[src/rtl/arith_pkg.sv]
// Shared arithmetic-datapath definitions: FSM state encoding and chunk sizing helpers.
package arith_pkg;

    typedef enum logic [1:0] {
        ST_IDLE = 2'd0,
        ST_RUN  = 2'd1,
        ST_DONE = 2'd2
    } state_t;

    function automatic int nchunk(input int width, input int chunk);
        return width / chunk;
    endfunction

    // Counter width never drops below one bit, even for a single-chunk build.
    function automatic int cnt_w(input int n);
        return (n <= 1) ? 1 : $clog2(n);
    endfunction

endpackage

[src/rtl/sub_chunk.sv]
// Combinational CHUNK-bit subtract with borrow: {bout, d} = a - b - bin.
module sub_chunk #(
    parameter int CHUNK = 16
) (
    input  logic [CHUNK-1:0] a_i,
    input  logic [CHUNK-1:0] b_i,
    input  logic             bin_i,
    output logic [CHUNK-1:0] d_o,
    output logic             bout_o
);

    logic [CHUNK:0] diff;

    // One extra bit on top catches the borrow as the wrapped sign.
    assign diff   = {1'b0, a_i} - {1'b0, b_i} - {{CHUNK{1'b0}}, bin_i};
    assign d_o    = diff[CHUNK-1:0];
    assign bout_o = diff[CHUNK];

endmodule

[src/rtl/sub64_seq.sv]
// Multi-cycle subtractor D = A - B, one CHUNK per clock, LSB chunk first,
// ripple borrow carried in a register between chunks.
module sub64_seq
    import arith_pkg::*;
#(
    parameter int WIDTH = 64,
    parameter int CHUNK = 16
) (
    input  logic             clk,
    input  logic             rst,
    input  logic             in_valid,
    output logic             in_ready,
    input  logic [WIDTH-1:0] A,
    input  logic [WIDTH-1:0] B,
    output logic             out_valid,
    input  logic             out_ready,
    output logic [WIDTH-1:0] D,
    output logic             BOUT
);

    localparam int NCHUNK = nchunk(WIDTH, CHUNK);
    localparam int CNT_W  = cnt_w(NCHUNK);
    localparam logic [CNT_W-1:0] LAST = CNT_W'(NCHUNK - 1);

    state_t           state_q;
    logic [CNT_W-1:0] cnt_q;
    logic [WIDTH-1:0] a_q;
    logic [WIDTH-1:0] b_q;
    logic             borrow_q;
    logic [WIDTH-1:0] d_q;
    logic             bout_q;
    logic             out_valid_q;
    logic             in_ready_q;

    logic [CHUNK-1:0] chunk_d;
    logic             chunk_bout;

    // Operands are shifted right each RUN cycle, so the live chunk is always the low slice.
    sub_chunk #(.CHUNK(CHUNK)) u_sub_chunk (
        .a_i    (a_q[CHUNK-1:0]),
        .b_i    (b_q[CHUNK-1:0]),
        .bin_i  (borrow_q),
        .d_o    (chunk_d),
        .bout_o (chunk_bout)
    );

    always_ff @(posedge clk) begin
        if (rst) begin
            state_q     <= ST_IDLE;
            cnt_q       <= '0;
            a_q         <= '0;
            b_q         <= '0;
            borrow_q    <= 1'b0;
            d_q         <= '0;
            bout_q      <= 1'b0;
            out_valid_q <= 1'b0;
            in_ready_q  <= 1'b1;
        end else begin
            case (state_q)
                ST_IDLE: begin
                    if (in_valid) begin
                        a_q        <= A;
                        b_q        <= B;
                        cnt_q      <= '0;
                        borrow_q   <= 1'b0;
                        in_ready_q <= 1'b0;
                        state_q    <= ST_RUN;
                    end
                end
                ST_RUN: begin
                    a_q      <= a_q >> CHUNK;
                    b_q      <= b_q >> CHUNK;
                    borrow_q <= chunk_bout;
                    cnt_q    <= cnt_q + 1'b1;
                    for (int i = 0; i < NCHUNK; i++) begin
                        if (cnt_q == CNT_W'(i)) begin
                            d_q[i*CHUNK +: CHUNK] <= chunk_d;
                        end
                    end
                    if (cnt_q == LAST) begin
                        bout_q      <= chunk_bout;
                        out_valid_q <= 1'b1;
                        state_q     <= ST_DONE;
                    end
                end
                ST_DONE: begin
                    if (out_ready) begin
                        out_valid_q <= 1'b0;
                        in_ready_q  <= 1'b1;
                        state_q     <= ST_IDLE;
                    end
                end
                default: begin
                    state_q     <= ST_IDLE;
                    out_valid_q <= 1'b0;
                    in_ready_q  <= 1'b1;
                end
            endcase
        end
    end

    assign in_ready  = in_ready_q;
    assign out_valid = out_valid_q;
    assign D         = d_q;
    assign BOUT      = bout_q;

endmodule
[config.mk]
export PLATFORM = sky130hd
export DESIGN_NAME = sub64_seq
export DESIGN_NICKNAME = d
export VERILOG_FILES = /design/src/rtl/arith_pkg.sv /design/src/rtl/sub_chunk.sv /design/src/rtl/sub64_seq.sv
export SDC_FILE = /design/constraint.sdc
export NUM_CORES = 1
export LEC_CHECK = 0
export BUFFER_PORTS_ARGS = -buffer_cell sky130_fd_sc_hd__clkbuf_2
export CORE_ASPECT_RATIO = 0.6
export CORE_MARGIN = 4
export CORE_UTILIZATION = 40
export DETAILED_ROUTE_END_ITERATION = 12
export PLACE_DENSITY = 0.62
export SYNTH_ARGS = -nofsm -noshare
export SYNTH_HDL_FRONTEND = slang
export SYNTH_SLANG_ARGS = --single-unit
[constraint.sdc]
create_clock -name clk -period 6.2 [get_ports clk]
set_input_delay 0.62 -clock clk [delete_from_list [all_inputs] [get_ports clk]]
set_output_delay 0.62 -clock clk [all_outputs]
set_load 0.005 [all_outputs]
==> flow_summary.json, run 1 <==
{
  "status": "finished clean",
  "critPathKind": "flop to flop",
  "globalRouteOverflowTotal": 0,
  "cts_hold_buffers": 0,
  "postLayoutCoreUtil": 0.477,
  "place_congestion": 0.915,
  "cts_resized": 0,
  "first_pass_iters": 5,
  "required_ns": 6.58,
  "vias": 9348,
  "cts.sinks": 200,
  "numCtsBuffers": 17,
  "setup_viol": 0,
  "clkTransAtPathRegs_ns": 0.08,
  "critPathCaptureType": "flop",
  "post_drt_via_cell_ratio": 5.22,
  "drv_slew": 0,
  "hold_viol": 0,
  "start_kind": "flop",
  "syn_area_sq_um": 9850,
  "clock_path_buffers": 2,
  "yosys_warnings": 0,
  "synth_enable_flop_cells": 0,
  "grt_pass1_wl_um": 47300,
  "fmax_mhz": 348,
  "rsz0062_at_grt": "false",
  "htreeDepth": 4,
  "core_area_sq_um": 24200,
  "antenna_found_initial": 1,
  "synth_fa_ha_area_frac": 0.0473,
  "p_per_area_nw_per_um2": 311,
  "start_util": 0.407,
  "slew_headroom": 0.218,
  "io_buffer_count": 198,
  "min_path_type": "primary input to flop",
  "hpwl_um": 21000,
  "rows": 44,
  "wl_per_cell_um": 16.8,
  "power_w": 0.00359,
  "drt_iter0_drc": 748,
  "synth_compound_gate_area_share": 0.161,
  "drt_wl_total_um": 30100,
  "synth.area.mux_share": 0.00623,
  "grt_pass1_vias": 8605,
  "drcViolationCount": 0,
  "cp.arrival_ns": 3.26,
  "synth_xor_area_frac": 0.00801,
  "worst_pin_slew_ns": 1.17,
  "postCtsSetupBuffers": 0,
  "grt_usage": 0.217,
  "leakage_nw": 5.16,
  "die_y_um": 130,
  "synth-seq-cells": 200,
  "use_met2": 0.303,
  "hold-worst-slack_ns": 0.411,
  "ys_seq_area_frac": 0.407,
  "synth_flop_cell": "dfxtp_1",
  "top_usage_layer": "met1",
  "insertion_delay_ns": 0.45,
  "irDropWorstVdd_v": 0.000194,
  "yosys.area_share.simple": 0.312,
  "mostFrequentLayoutCells": "344 x nor2_1, 198 x dfxtp_1, 196 x clkbuf_2",
  "cp_max_fo": 75,
  "drive_gt1_frac": 0.175,
  "synth.avg_cell_area_sq_um": 7.39,
  "period_needed_ns": 2.88,
  "syn_to_final_growth_pct": 17.3,
  "async_reset_ff_frac": 0,
  "postRouteAntennaNets": 0,
  "post-route-period-util": 0.464,
  "synthCells": 1333,
  "postSynthNetCount": 1501,
  "fin_tns_setup_ns": 0,
  "yosysUniqueCellTypes": 52,
  "skew_ns": 0.0137,
  "fp.dieArea_sq_um": 27300,
  "r2r_slack_ns": 3.32,
  "die_width_um": 211,
  "met1_usage": 0.342,
  "synth_top_family_by_area": "simple AND/OR/NAND/NOR gates",
  "final_common_cell": "nor2_1",
  "nFillCells": 2459,
  "cts_tree": "yes",
  "nets": 1622,
  "cap_violations": 0,
  "grt_use_met3": 0.0433,
  "cts_root_buf": "clkbuf_16",
  "num_io_pins": 199,
  "grt_max_degree": 134
}
cell families after synthesis:
| kind of cell | Yosys count |
|---|---|
| AND/OR/NAND/NOR | 675 |
| adder cells (fa/ha/maj) | 36 |
| buffers and inverters | 151 |
| XOR/XNOR | 9 |
| multiplexers | 6 |
| AO/OA/AOI/OAI | 256 |
| flip-flops | 200 |
where the power goes:
part           internal, W  switching, W  leakage [nW]
Combinational     0.000338      0.000597          3.21
Clock             0.000659      0.000546         0.308
Sequential         0.00138     0.0000643          1.65
Total              0.00238       0.00121          5.16
critical path, stage by stage, from the launching register on:
cell,delay (ns)
dfxtp_4,0.45
buf_4,0.39
nor2b_1,0.61
nand2_1,0.58
or3b_2,0.61
a21oi_1,0.13
state kept, by name, indices dropped and copies added, names as in the netlist:
name,cells
BOUT,1
D,64
a_q,64
b_q,64
borrow_q,1
cnt_q,2
in_ready,1
out_valid,1
state_q,2
layer usage:
layer | vias to the layer above | share of wire
li1 | 4667 | -
met1 | 4427 | 0.52
met2 | 234 | 0.41
met3 | 20 | 0.061
met4 | 0 | 0.0086
met5 | - | 0
worst paths after layout:
kind	start	to	depth (start not counted)
worst max register to register	state_q[1]	D[53]	5
worst min register to register	D[6]	D[6]	2
worst max-delay path	state_q[1]	D[53]	5
worst min-delay path	A[61]	a_q[61]	3
synth_stat cells, drive strengths merged (5+ instances only):
master	instances	area, sq um
a211oi	27	208
or3b	6	52.6
nand2	85	322
nor2	346	1300
clkbuf	86	323
nor3	92	460
buf	17	76.3
o21ai	14	70.1
mux2i	5	50.1
xnor2	6	52.6
ha	34	425
nand3	8	40.0
nand2b	7	43.8
dfxtp	200	4000
nor3b	6	45.0
a221o	8	80.1
a22oi	33	248
nand3b	10	75.1
a21oi	148	744
nor2b	102	638
inv	48	180
per-stage QoR:
stage / cells / worst slack, ns / cell area [sq um]
6_report: 1791 / 3.32 / 11600
3_3_place_gp: 1757 / 3.43 / 10900
5_1_grt: 1790 / 3.11 / 11600
4_1_cts: 1789 / 3.40 / 11500
3_5_place_dp: 1757 / 3.40 / 10900
2_1_floorplan: 1333 / 3.66 / 9850
final cells by class:
class                           instances  area [sq um]  share of cell area
Multi-Input combinational cell        982          5270               0.456
Sequential cell                       200          4010               0.347
Timing Repair Buffer                  205          1050              0.0911
Clock buffer                           18           439              0.0380
Tap cell                              322           403              0.0349
Clock inverter                         14           190              0.0165
Inverter                               48           180              0.0156
Antenna cell                            2          5.00            0.000433
Note: power is estimated with default switching activity, not from simulation.
==> run 2, diff against run 1 <==
Settings changed: PLACE_DENSITY 0.62 to 0.65.
Clock period 6.2 ns to 2.6 ns, I/O delays scaled along.
==> flow_summary.json, run 2 (synthesis gave the netlist of run 1 again) <==
{
  "die_width_um": 211,
  "postRouteAntennaNets": 0,
  "drcViolationCount": 0,
  "cts_root_buf": "clkbuf_16",
  "start_util": 0.407,
  "cap_violations": 0,
  "cp_max_fo": 4,
  "insertion_delay_ns": 0.45,
  "mostFrequentLayoutCells": "344 x nor2_1, 196 x dfxtp_1, 196 x clkbuf_2",
  "hpwl_um": 21400,
  "clock_path_buffers": 2,
  "start_kind": "flop",
  "leakage_nw": 5.41,
  "globalRouteOverflowTotal": 0,
  "nets": 1667,
  "placed_area_sq_um": 11300,
  "grt_usage": 0.218,
  "worst_pin_slew_ns": 0.822,
  "cts_tree": "yes",
  "skew_ns": 0.0113,
  "rsz0062_at_grt": "true",
  "fp.dieArea_sq_um": 27300,
  "cp.arrival_ns": 2.91,
  "final_common_cell": "nor2_1",
  "io_buffer_count": 198,
  "num_io_pins": 199,
  "required_ns": 2.94,
  "cts.sinks": 200,
  "hold_viol": 0,
  "antenna_found_initial": 2,
  "post_drt_via_cell_ratio": 5.19,
  "pwr-share-comb": 0.306,
  "critPathKind": "flop to flop",
  "nFillCells": 2387,
  "place_congestion": 0.915,
  "grt_pass1_vias": 8949,
  "p_sw_w": 0.00301,
  "drive_gt1_frac": 0.217,
  "cts_hold_buffers": 0,
  "p_clk_frac": 0.302,
  "vias": 9527,
  "min_path_type": "primary input to flop",
  "setup_viol": 0,
  "drt_iter0_drc": 790,
  "clkTransAtPathRegs_ns": 0.08,
  "first_pass_iters": 5,
  "rows": 44,
  "drt_wl_total_um": 30200,
  "drv_slew": 0,
  "critPathCaptureType": "flop",
  "fmax_mhz": 389,
  "slew_headroom": 0.450,
  "swShare": 0.344,
  "p_per_area_nw_per_um2": 725,
  "numCtsBuffers": 17,
  "die_y_um": 130,
  "fin_tns_setup_ns": 0,
  "status": "finished clean",
  "syn_to_final_growth_pct": 22.5,
  "grt_max_degree": 149,
  "p_int_w": 0.00573,
  "seqPwrFrac": 0.393,
  "grt_pass1_wl_um": 47600,
  "post-route-period-util": 0.989,
  "period_needed_ns": 2.57,
  "final_area_sq_um": 12100,
  "irDropWorstVdd_v": 0.000428,
  "htreeDepth": 4,
  "core_area_sq_um": 24200,
  "wl_per_cell_um": 16.4,
  "r2r_slack_ns": 0.03
}
run 2: worst max-delay path: stages, from the launching register on:
cell and delay [ns]:
dfxtp_2 0.33, fa_1 0.55, inv_1 0.06, ha_2 0.16, o21a_1 0.19, o21ai_2 0.11, buf_4 0.14, a21oi_2 0.06
a31oi_2 0.17, mux2_4 0.35, a221o_1 0.34
run 2: through the flow:
stage                     hold slack [ns]  power, W   util  worst slack [ns]  std cells
after detailed placement            0.446   0.00596  0.466           -0.0689       1799
after global placement              0.445   0.00595  0.466           -0.0296       1799
after CTS                          0.0331   0.00863  0.491           -0.0332       1833
after floorplan                     0.408   0.00498      -            0.0559       1333
final                              0.0470   0.00874  0.498            0.0289       1836
after global routing               0.0411   0.00920  0.498           -0.0942       1836
run 2: metal layers:
metal / track usage / wire, um / vias to the layer above / part of all wire
met5: 0 / 0 / - / 0
met1: 0.344 / 15800 / 4474 / 0.52
li1: - / - / 4765 / -
met4: 0.0461 / 271 / 0 / 0.0090
met2: 0.305 / 12200 / 270 / 0.40
met3: 0.0409 / 1940 / 18 / 0.064
run 2: timing repair:
action | in CTS | in global routing
endpoints found under the setup margin | 17 | 31
gates resized for setup | 11 | 25
pin swaps | 6 | 9
buffers inserted | 2 | 1
run 2: final timing paths:
kind / from / cells past startpoint / endpoint
setup / recovery: a_q[0] / 10 / D[61]
hold / removal: A[56] / 3 / a_q[56]
setup reg to reg: a_q[0] / 10 / D[61]
hold reg to reg: D[54] / 2 / D[54]
run 2: layout make-up:
cell class | instances | area, sq um | share of cell area
inverters | 48 | 180 | 0.0149
repair buffers | 250 | 1440 | 0.119
flip-flops and latches | 200 | 4010 | 0.333
clock inverters | 13 | 116 | 0.00965
diodes | 2 | 5.00 | 0.000415
well taps | 322 | 403 | 0.0334
clock buffers | 19 | 453 | 0.0375
multi-input cells | 982 | 5450 | 0.452
run 2: power groups by stage:
stage | sequential [W] | clock (W) | combinational (W)
after floorplan | 0.00347 | 0 | 0.00151
after global routing | 0.00346 | 0.00279 | 0.00295
after CTS | 0.00343 | 0.00268 | 0.00252
after global placement | 0.00350 | 0 | 0.00245
final | 0.00343 | 0.00264 | 0.00267
after detailed placement | 0.00350 | 0 | 0.00246
==> run 3, diff against run 2 <==
Settings changed: CELL_PAD_IN_SITES_DETAIL_PLACEMENT set to 0, CELL_PAD_IN_SITES_GLOBAL_PLACEMENT set to 1, CORE_UTILIZATION 40 to 36, MAX_ROUTING_LAYER set to met4, PLACE_DENSITY 0.65 to 0.78.
==> flow_summary.json, run 3 (synthesis gave the netlist of run 1 again) <==
{
  "num_io_pins": 199,
  "drv_slew": 0,
  "skew_ns": 0.0105,
  "cp_max_fo": 4,
  "critPathKind": "flop to flop",
  "leakage_nw": 5.37,
  "status": "complete, but fails checks",
  "grt_pass1_wl_um": 48700,
  "cts.sinks": 200,
  "syn_to_final_growth_pct": 22.6,
  "clkTransAtPathRegs_ns": 0.08,
  "numCtsBuffers": 17,
  "die_width_um": 222,
  "start_util": 0.370,
  "drt_wl_total_um": 31300,
  "drcViolationCount": 0,
  "period_needed_ns": 2.63,
  "min_to": "b_q[62]",
  "antenna_found_initial": 2,
  "min_from": "B[62]",
  "hold-worst-slack_ns": 0.0428,
  "violations": "setup timing",
  "die_y_um": 136,
  "htreeDepth": 4,
  "final_common_cell": "nor2_1",
  "cts_root_buf": "clkbuf_16",
  "reg2reg_to": "D[45]",
  "r2r_slack_ns": -0.03,
  "clock_path_buffers": 2,
  "grt_usage": 0.207,
  "cp.arrival_ns": 2.96,
  "fmax_mhz": 380,
  "setup_viol": 3,
  "rows": 46,
  "io_buffer_count": 198,
  "fp.dieArea_sq_um": 30100,
  "wl_per_cell_um": 16.7,
  "irDropWorstVdd_v": 0.000345,
  "grt_pass1_vias": 8836,
  "dp_cells": 1831,
  "rr_startpoint": "a_q[0]",
  "p_per_area_nw_per_um2": 722,
  "postLayoutCoreUtil": 0.453,
  "slew_headroom": 0.213,
  "hold_viol": 0,
  "min_path_type": "primary input to flop",
  "fin_cells": 1868,
  "insertion_delay_ns": 0.45,
  "setup_slack_ns": -0.0297,
  "post_drt_via_cell_ratio": 5.05,
  "grt_max_degree": 124,
  "hold-path-cell-count": 3,
  "cts_tree": "yes",
  "postRouteAntennaNets": 0,
  "cap_violations": 0,
  "required_ns": 2.94,
  "vias": 9436,
  "start_kind": "flop",
  "drt_iter0_drc": 699,
  "worst_pin_slew_ns": 1.18,
  "globalRouteOverflowTotal": 0,
  "rsz0062_at_grt": "true",
  "critPathCaptureType": "flop",
  "hpwl_um": 21600,
  "mostFrequentLayoutCells": "343 x nor2_1, 196 x clkbuf_2, 195 x dfxtp_1",
  "drive_gt1_frac": 0.214,
  "worstRegToRegCells": 10,
  "post-route-period-util": 1.01,
  "nets": 1661,
  "first_pass_iters": 5,
  "place_congestion": 0.854,
  "core_area_sq_um": 26600
}
[run 3: cell count changes in the layout (fill, tap and decap cells not counted), sizes merged]
cell and change:
clkinvlp +1, inv +1, clkinv -2, buf -6
[run 3: layer usage]
layer  wire, um  global-route usage  share of wire  vias up
li1           -                   -              -     4756
met1      16600               0.315           0.53     4466
met2      12700               0.281           0.41      188
met3       1610              0.0429          0.051       26
met4        328              0.0420          0.010        0
met5          0                   -              0        -
[run 3: worst max-delay path by stage]
stage	from	endpoint	cells past startpoint
floorplan	a_q[0]	D[31]	10
global placement	b_q[0]	D[45]	11
detailed placement	b_q[0]	D[29]	11
CTS	a_q[0]	D[45]	10
global route	b_q[0]	D[45]	11
finish	a_q[0]	D[45]	10
[run 3: worst max-delay path, stage by stage, from the launching register on]
cell	delay, ns
dfxtp_2	0.33
fa_1	0.57
inv_1	0.06
ha_2	0.16
o21a_1	0.20
o21ai_2	0.14
buf_6	0.13
a21oi_4	0.06
a31oi_4	0.16
mux2_4	0.34
a221o_1	0.35
[run 3: cell type report]
class                           count  area [sq um]
Clock inverter                     13           113
Fill cell                        2761         14600
Tap cell                          360           450
Timing Repair Buffer              244          1390
Antenna cell                        2          5.00
Sequential cell                   200          4020
Multi-Input combinational cell    982          5470
Clock buffer                       19           453
Inverter                           48           180
[run 3: per-stage QoR]
step	cell area [sq um]	power, W	worst slack, ns	setup TNS [ns]
after detailed placement	11300	0.00593	-0.113	-0.838
after global placement	11300	0.00591	-0.0770	-0.543
final	12100	0.00871	-0.0297	-0.0383
after global routing	12100	0.00918	-0.123	-1.15
after CTS	11900	0.00862	-0.0240	-0.0456
after floorplan	9850	0.00498	0.0559	0
[run 3: timing repair]
action,in CTS,in global routing
hold buffers,0,0
buffers inserted,2,1
endpoints found under the setup margin,17,32
pin swaps,7,18
endpoints found under the hold margin,0,0
resized for setup,13,29
[run 3: power breakdown]
group / internal [W] / total, W / switching [W]
Clock: 0.00130 / 0.00263 / 0.00133
Combinational: 0.00110 / 0.00266 / 0.00156
Sequential: 0.00330 / 0.00343 / 0.000127
Total: 0.00570 / 0.00871 / 0.00301
